**config.mk**
```make
export PLATFORM = sky130hd
export DESIGN_NAME = clock_ratio_meter
export DESIGN_NICKNAME = d
export VERILOG_FILES = /design/src/rtl/clock_meter_pkg.sv /design/src/rtl/edge_sync.sv /design/src/rtl/clock_ratio_meter.sv
export SDC_FILE = /design/constraint.sdc
export NUM_CORES = 1
export LEC_CHECK = 0
export ABC_AREA = 1
export BUFFER_PORTS_ARGS = -buffer_cell sky130_fd_sc_hd__buf_2
export CORE_AREA = 2 2 76 78
export CTS_BUF_LIST = sky130_fd_sc_hd__clkbuf_8 sky130_fd_sc_hd__clkbuf_16
export DETAILED_ROUTE_END_ITERATION = 7
export DIE_AREA = 0 0 78 80
export PLACE_DENSITY = 0.9
export RECOVER_POWER = 25
export SYNTH_ARGS = -nofsm -noshare
export SYNTH_HDL_FRONTEND = slang
export SYNTH_SLANG_ARGS = --single-unit
```
**constraint.sdc**
```tcl
create_clock -name clk_in -period 3.4 [get_ports clk_in]
set_input_delay 0.17 -clock clk_in [delete_from_list [all_inputs] [get_ports clk_in]]
set_output_delay 0.17 -clock clk_in [all_outputs]
set_load 0.005 [all_outputs]
```
**src/rtl/clock_meter_pkg.sv**
```systemverilog
// Shared types and constants for the divided-clock ratio meter.
// Imported by the meter top and its helper sub-modules.
package clock_meter_pkg;

  typedef enum logic {
    WAIT_EDGE = 1'b0,
    MEASURE   = 1'b1
  } meter_state_e;

  localparam int DEFAULT_CNT_W = 16;

  // All-ones counter value at which a measurement is abandoned.
  localparam logic [DEFAULT_CNT_W-1:0] DEFAULT_CNT_SAT = {DEFAULT_CNT_W{1'b1}};

endpackage

```
**src/rtl/edge_sync.sv**
```systemverilog
// Multi-flop synchronizer for an asynchronous level, with one extra delay flop
// so that single-cycle rise and fall strobes can be derived in the clk_in domain.
module edge_sync #(
  parameter int SYNC_STAGES = 2
) (
  input  logic clk_in,
  input  logic rst,
  input  logic d,
  output logic s,
  output logic rise,
  output logic fall
);

  logic [SYNC_STAGES-1:0] sync_d;
  logic [SYNC_STAGES-1:0] sync_q;
  logic                   s_dly_d;
  logic                   s_dly_q;

  always_comb begin
    sync_d  = {sync_q[SYNC_STAGES-2:0], d};
    s_dly_d = sync_q[SYNC_STAGES-1];
  end

  always_ff @(posedge clk_in or posedge rst) begin
    if (rst) begin
      sync_q  <= '0;
      s_dly_q <= 1'b0;
    end else begin
      sync_q  <= sync_d;
      s_dly_q <= s_dly_d;
    end
  end

  assign s    = sync_q[SYNC_STAGES-1];
  assign rise = s & ~s_dly_q;
  assign fall = ~s & s_dly_q;

endmodule

```
**src/rtl/clock_ratio_meter.sv**
```systemverilog
// Measures rise-to-rise period and high time of an asynchronous divided clock
// in clk_in cycles, tracking lock on repeated periods and a sticky timeout.
module clock_ratio_meter
  import clock_meter_pkg::*;
#(
  parameter int CNT_W       = DEFAULT_CNT_W,
  parameter int SYNC_STAGES = 2,
  parameter int LOCK_COUNT  = 4
) (
  input  logic             clk_in,
  input  logic             rst,
  input  logic             en,
  input  logic             div_in,
  output logic [CNT_W-1:0] period,
  output logic [CNT_W-1:0] high_time,
  output logic             valid,
  output logic             locked,
  output logic             timeout
);

  localparam int               MATCH_W   = $clog2(LOCK_COUNT);
  localparam logic [CNT_W-1:0] CNT_SAT   = {CNT_W{1'b1}};
  localparam logic [CNT_W-1:0] CNT_ONE   = CNT_W'(1'b1);
  localparam logic [MATCH_W-1:0] MATCH_MAX = MATCH_W'(LOCK_COUNT - 1);
  localparam logic [MATCH_W-1:0] MATCH_ONE = MATCH_W'(1'b1);

  logic rise_s;
  logic fall_s;

  edge_sync #(.SYNC_STAGES(SYNC_STAGES)) u_edge_sync (
    .clk_in (clk_in),
    .rst    (rst),
    .d      (div_in),
    .s      (),
    .rise   (rise_s),
    .fall   (fall_s)
  );

  meter_state_e   state_d, state_q;
  logic [CNT_W-1:0] cnt_d, cnt_q;
  logic [CNT_W-1:0] hi_cap_d, hi_cap_q;
  logic [CNT_W-1:0] period_d, period_q;
  logic [CNT_W-1:0] high_time_d, high_time_q;
  logic [MATCH_W-1:0] match_d, match_q;
  logic             have_prev_d, have_prev_q;
  logic             valid_d, valid_q;
  logic             locked_d, locked_q;
  logic             timeout_d, timeout_q;
  logic [MATCH_W-1:0] match_next;

  always_comb begin
    state_d     = state_q;
    cnt_d       = cnt_q;
    hi_cap_d    = hi_cap_q;
    period_d    = period_q;
    high_time_d = high_time_q;
    match_d     = match_q;
    have_prev_d = have_prev_q;
    valid_d     = 1'b0;
    locked_d    = locked_q;
    timeout_d   = timeout_q;
    match_next  = '0;

    if (have_prev_q && (cnt_q == period_q)) begin
      match_next = (match_q == MATCH_MAX) ? match_q : (match_q + MATCH_ONE);
    end

    if (!en) begin
      state_d     = WAIT_EDGE;
      cnt_d       = '0;
      match_d     = '0;
      have_prev_d = 1'b0;
      locked_d    = 1'b0;
    end else begin
      case (state_q)
        WAIT_EDGE: begin
          cnt_d = '0;
          if (rise_s) begin
            cnt_d   = CNT_ONE;
            state_d = MEASURE;
          end
        end
        MEASURE: begin
          cnt_d = cnt_q + CNT_ONE;
          if (fall_s) begin
            hi_cap_d = cnt_q;
          end
          // A rise on the saturating cycle still completes the measurement.
          if (rise_s) begin
            period_d    = cnt_q;
            high_time_d = hi_cap_q;
            valid_d     = 1'b1;
            cnt_d       = CNT_ONE;
            timeout_d   = 1'b0;
            have_prev_d = 1'b1;
            match_d     = match_next;
            locked_d    = (match_next >= MATCH_MAX);
          end else if (cnt_q == CNT_SAT) begin
            state_d     = WAIT_EDGE;
            cnt_d       = '0;
            timeout_d   = 1'b1;
            locked_d    = 1'b0;
            match_d     = '0;
            have_prev_d = 1'b0;
          end
        end
        default: begin
          state_d = WAIT_EDGE;
          cnt_d   = '0;
        end
      endcase
    end
  end

  always_ff @(posedge clk_in or posedge rst) begin
    if (rst) begin
      state_q     <= WAIT_EDGE;
      cnt_q       <= '0;
      hi_cap_q    <= '0;
      period_q    <= '0;
      high_time_q <= '0;
      match_q     <= '0;
      have_prev_q <= 1'b0;
      valid_q     <= 1'b0;
      locked_q    <= 1'b0;
      timeout_q   <= 1'b0;
    end else begin
      state_q     <= state_d;
      cnt_q       <= cnt_d;
      hi_cap_q    <= hi_cap_d;
      period_q    <= period_d;
      high_time_q <= high_time_d;
      match_q     <= match_d;
      have_prev_q <= have_prev_d;
      valid_q     <= valid_d;
      locked_q    <= locked_d;
      timeout_q   <= timeout_d;
    end
  end

  assign period    = period_q;
  assign high_time = high_time_q;
  assign valid     = valid_q;
  assign locked    = locked_q;
  assign timeout   = timeout_q;

endmodule
```
Word level (Yosys, flattened, before mapping)
Index checks and enable logic that the tools add are counted.

word-level totals
  flip-flop bits (word level) = 74
  bits in latches = 0
  RAM bits = 0
  memory bits (read-only) = 0
  bits of input ports = 4
  output and inout port bits = 35
  logic and storage cells = 58
  memories kept = 0

operators by class
  add/subtract/negate cells = 2
  $mul = 0
  div/mod/pow operators = 0
  magnitude comparators = 1
  eq/ne operators = 5
  shift operators = 0
  muxes and demuxes = 27
  bitwise logic cells = 5
  reductions and logical operators = 6

operators with widths
  operator                                                  number
  two-way mux 16 bit                                        3
  case mux 16 bit (2 select lines)                          1
  adder 16 x 1 -> 16 bit, second input constant             1
  equality test 16 bit                                      1
  equality test 16 bit, second input constant               1
  two-way mux 1 bit                                         16
  two-way mux 2 bit                                         6
  AND reduction 3 bit                                       3
  != test 3 x 1 -> 1 bit, second input constant             1
  inverter 1 bit                                            3
  adder 2 x 1 -> 2 bit, second input constant               1
  AND 1 bit                                                 2
  equality test 2 bit, second input constant                1
  greater-or-equal comparator 2 bit, second input constant  1
  != test 2 x 1 -> 1 bit, second input constant             1
  case mux 1 bit (2 select lines)                           1
  AND reduction 2 bit                                       1
  nonzero test 2 bit                                        1
  logical AND 1 bit                                         1

Longest topological paths before layout
  depth in word-level cells = 7
  gate-level depth with buffers = 11
  depth with buffers taken out = 10

By module
A second synthesis with hierarchy kept.

unflattened totals
  cell total of the unflattened synthesis = 394
  area total of the unflattened synthesis = 3273.1 µm²

modules (own cells, without submodules)
  module             instances  cells each  area an instance (µm²)  sequential area each (µm²)
  clock_ratio_meter  1          386         3179.3                  1776.7
  edge_sync          1          8           93.8                    75.1

Worst setup path after synthesis
Ideal clock, no wire load.

  path type = flip-flop to flip-flop
  start point = register cnt_q[1]
  end point = register cnt_q[11]
  setup time = 69 ps
  data arrival time = 1384 ps
  data required time = 3331 ps
  slack = 1947 ps
  stages on the path, launching flop included = 12
  buffers on the path = 1
  clock period less this slack = 1453 ps
  cells stage by stage = dfrtp_1 > ha_1 > nand3_2 > inv_2 > nand2_2 > nor2_4 > inv_2 > nand2_4 > nor2_4 > inv_6 > buf_12 > nor2_2

between the ends
  longest elaborated chain between the ends = 5
  elaborated cells between the ends (all ways) = 6
  classes of those cells = add/sub (1); eq/ne (1); mux (4)

ends and longest elaborated chain
  what                                                                   line                                              source
  start: declaration                                                     clock_ratio_meter.sv:40                           logic [CNT_W-1:0] cnt_d, cnt_q;
  start signal: assignment                                               clock_ratio_meter.sv:129                          cnt_q <= cnt_d;
  adder 16 x 1 -> 16 bit / equality test 16 bit (equally long branches)  clock_ratio_meter.sv:84, clock_ratio_meter.sv:98
  two-way mux 16 bit (*)                                                 clock_ratio_meter.sv:98                           end else if (cnt_q == CNT_SAT) begin
  two-way mux 16 bit (*)                                                 clock_ratio_meter.sv:89                           if (rise_s) begin
  case mux 16 bit (2 select lines) (*)                                   clock_ratio_meter.sv:75                           case (state_q)
  two-way mux 16 bit (*)                                                 clock_ratio_meter.sv:68                           if (!en) begin
  via cnt_d[11]                                                          clock_ratio_meter.sv:40

Mark *: on every way through the listed nets, which the timed path passes. The rest lies on a longest branch.
A chain may end at the register's enable or synchronous reset.

==> results.txt <==
The kind of cell with the highest combined delay along the critical path is buffers and inverters. Of all cell types, the one taking the most synthesized area is sky130_fd_sc_hd__dfrtp_1. TritonCTS built the clock tree. The final core utilization came out at 69.17%.

The sum of buffers and inverters on the critical path is 4. The count of nets left with antenna violations once routing finished came out at 0. The slowest cell on the critical path is sky130_fd_sc_hd__inv_1. In this run the worst hold path is classified as primary input to flip-flop. The remaining routing DRC violations is 0. The count of fill cells added during filler insertion is 403. The synthesized netlist devotes 0.3802% of its cell area to adder and majority cells.

After floorplanning, the core was sized to cover 5405 um2. After global routing the overflow that remains totals 0. The path with the worst hold slack has its endpoint at timeout. The number of I/O port buffers is 38.

The multi-input logic area is 1206 um2. The synthesized design contains 74 register bits. Global routing used 3.507% of the available met3 tracks. The total power per unit cell area is 482.4 nW/um2. The tree is rooted in a sky130_fd_sc_hd__clkbuf_8.

The clock-pin slew reported for the worst setup and hold paths after clock tree synthesis came out at 0.07 ns. The peak fanout along the critical path came out at 39. The count of pins over their slew limit is 0. In this run the critical register-to-register path is launched from state_q. The initial antenna violation count was 0. The count of endpoints failing hold in the final timing report was 0. Measured along the x axis, the die boundary spans 78 um. Dividing the detail-routed wire length by the instance count gives 13.56 um. met2 is the most crowded layer. In the final timing run, aggregate negative setup slack is 0 ns.

The leakage power of the design is 1.845 nW. The final worst-path cycle share came out at 55.58%. The HPWL reported at the end of detailed placement is 4754 um. Relative to the synthesized area, the layout overhead comes to 13.61%. The endpoint identified for the worst register-to-register timing path is hi_cap_q[14]. Combinational cells account for 8.3% of the total power. The maximum count of clock buffers along a single path came out at 2.

The effective utilization at floorplan is 60.88%. The proportion of power drawn by the clock network is 39.5%. The run finished with clean final reports. A synthesized cell averages 8.729 um2. The largest net degree at the start of global routing came out at 40.

The worst setup path is launched from a primary input. The portion of synthesized area spent on multiplexers is 0%. The clock latency at the later pin of the worst-skew pair came out at 0.35 ns. The fraction of power spent switching nets is 24.25%.

Excluding fillers, the count of instances in the completed layout stands at 496. The total number of clock tree sinks is 74. The worst setup slack before clock tree synthesis came out at 1.739 ns. The largest incremental delay on the critical path is 0.94 ns. The number of top-level pins is 39.

The largest voltage drop on the vdd net is 0.0002379 V. The number of instances on the worst hold path is 3. The number of nets in the finished design is 424.

In the final layout, the share of cells above drive strength 1 is 18.40%. The share of total power dissipated in sequential elements is 52.1%. The number of rows created at floorplan came out at 27.

The top-area cell type share of the netlist area is 56.27%. The floorplan die area came out at 6240 um2. The total of max-cap violations came out at 0. The worst-case reg-to-reg path depth came out at 5. The final wirelength is 6728 um.

The internal portion of the total power is 1.366 mW. The number of inserted diodes is 0. Yosys attributes the largest share of cell area to sky130_fd_sc_hd__dfrtp_1 (56%), sky130_fd_sc_hd__nand2_1 (14%), sky130_fd_sc_hd__o21ai_0 (4.9%). The slack of the worst reg-to-reg path is 1.73 ns. The top cell types in the final layout, fill and taps aside, are sky130_fd_sc_hd__nand2_1 (127), sky130_fd_sc_hd__dfrtp_1 (74), sky130_fd_sc_hd__inv_1 (37). STA puts the critical path data arrival time at 2.36 ns. By area, the combinational part of the netlist is dominated by simple AND/OR/NAND/NOR gates. The number of setup violations in the final report came out at 0. In this run the tightest slew margin relative to its limit is 11.40%. The number of cells produced by synthesis is 377. Counting I/O delays and the setup requirement, the final critical path takes 1.890 ns.

Dividing the detail-routed via count by the number of cells gives 5.143. Sequential elements use 56.27% of the synthesized area. Traced cell by cell, the critical path runs through dlygate4sd3_1 > buf_2 > inv_1 > buf_4. The via count of the first global-routing pass is 2469. The setup slack of the critical path after layout is 1.510 ns. The all-layer global routing usage came out at 23.75%. The number of instances in the placed design is 478. The simple-gate portion of the synthesized area is 25.55%. The count of vias placed by the detailed router came out at 2551. Routability-driven placement finished with a final weighted congestion of 0.9253.

The slew of the pin with the lowest slew margin is 1.328 ns. The number of warning messages in the yosys log came out at 0. The number of search-and-repair iterations in the first detailed-routing pass came out at 4. Setup repair after global routing left no endpoint under its margin. The cell area after synthesis is 3291 um2.

The post-synthesis compound-gate area fraction came out at 7.529%. In this run, the number of DRC markers left after iteration 0 of detailed routing was 135. The met1 track demand over resource in global routing came out at 29.53%. The required time of the worst setup path came out at 3.87 ns.

The clock buffer count from CTS came out at 9. The net count after synthesis is 382. The total number of H-tree levels came out at 3. The most frequent standard cell in the layout excluding fill and tap cells is sky130_fd_sc_hd__nand2_1. Registers take 1852 um2. The die extent in y came out at 80 um. On the final layout, the worst clock skew is 0.005314 ns. The first-pass GRT wire length is 11210 um.

In this run the most critical hold path is launched from en. For this run, global-route usage on met2 was measured as 39.83%. STA classifies the critical path endpoint as an asynchronous set/reset pin.

The maximum operating frequency came out at 529.1 MHz. In this run the power spent charging and discharging nets is 0.4374 mW. The critical setup path kind is primary input to asynchronous set/reset pin.

Summing the areas of all xor and xnor instances in the mapped netlist gives 3.194% of the synthesized area. Counting distinct cell types in the post-synthesis netlist gives 31.
==> per-stage QoR <==
| step | area [um2] | power, mW | hold slack, ns |
|---|---|---|---|
| final | 3739 | 1.804 | 0.1293 |
| after global routing | 3739 | 1.876 | 0.1212 |
| after CTS | 3751 | 1.815 | 0.1208 |
| after detailed placement | 3516 | 1.105 | 0.2800 |
| after global placement | 3516 | 1.099 | 0.2781 |
| after floorplan | 3291 | 1.049 | 0.2014 |
==> cells by family after synthesis <==
logic type | count (synthesis)
AO/OA/AOI/OAI | 48
XOR/XNOR | 12
adder cells (fa/ha/maj) | 1
buffers and inverters | 53
flip-flops | 74
AND/OR/NAND/NOR | 189
==> flip-flops by register name, indices dropped and copies added (netlist names), 2 cells and up <==
signal / cells
cnt_q: 16
u_edge_sync.sync_q: 2
high_time: 16
match_q: 2
hi_cap_q: 16
period: 16
==> power groups by stage <==
stage	clock network (mW)	logic (mW)	registers [mW]
6_report	0.713	0.150	0.940
5_1_grt	0.758	0.174	0.944
4_1_cts	0.722	0.154	0.939
3_5_place_dp	0	0.150	0.955
3_3_place_gp	0	0.145	0.954
2_1_floorplan	0	0.0948	0.954
==> tightest hold or removal path, cell delays in order <==
cell and delay, ns:
sky130_fd_sc_hd__buf_2 0.12, sky130_fd_sc_hd__nand3_1 0.08, sky130_fd_sc_hd__a21oi_1 0.06
==> area by class of cell <==
class	instances	share of cell area, %
flip-flops and latches	74	49.53
multi-input cells	250	32.26
repair buffers	42	5.689
clock inverters	4	1.339
well taps	72	2.410
inverters	42	4.351
clock buffers	12	4.418
==> synth_stat cells (all sizes together) <==
library cell and instances:
nand2 132, dfrtp 74, inv 42, o21ai 38, nor2 37, nand3 11, xor2 8, nor3 7
a21oi 6, buf 6, clkbuf 5, xnor2 4, a211oi 1, a31oi 1, ha 1, nand4 1
o21a 1, o22ai 1, or2 1
==> what timing repair did <==
item | in CTS | in global routing
resized for setup | 0 | 0
hold endpoints to repair | 36 | 0
buffers inserted | 0 | 0
hold buffers | 2 | 0
==> routing by layer <==
metal / share of wire, % / wire [um]
met5: 0 / 0
met3: 4.4 / 295
met1: 43 / 2865
met2: 50 / 3347
met4: 3.2 / 218
==> worst max-delay path by stage <==
| stage | from | end | slack [ns] | depth (start not counted) |
|---|---|---|---|---|
| CTS | state_q | hi_cap_q[14] | 1.72 | 5 |
| floorplan | rst | cnt_q[0] | 1.35 | 1 |
| global route | rst | cnt_q[1] | 1.18 | 4 |
| detailed placement | u_edge_sync.s_dly_q | period[5] | 1.74 | 6 |
| global placement | cnt_q[1] | cnt_q[5] | 1.84 | 10 |
| finish | rst | cnt_q[1] | 1.51 | 4 |
No activity file was read; power rests on OpenSTA's default activity.
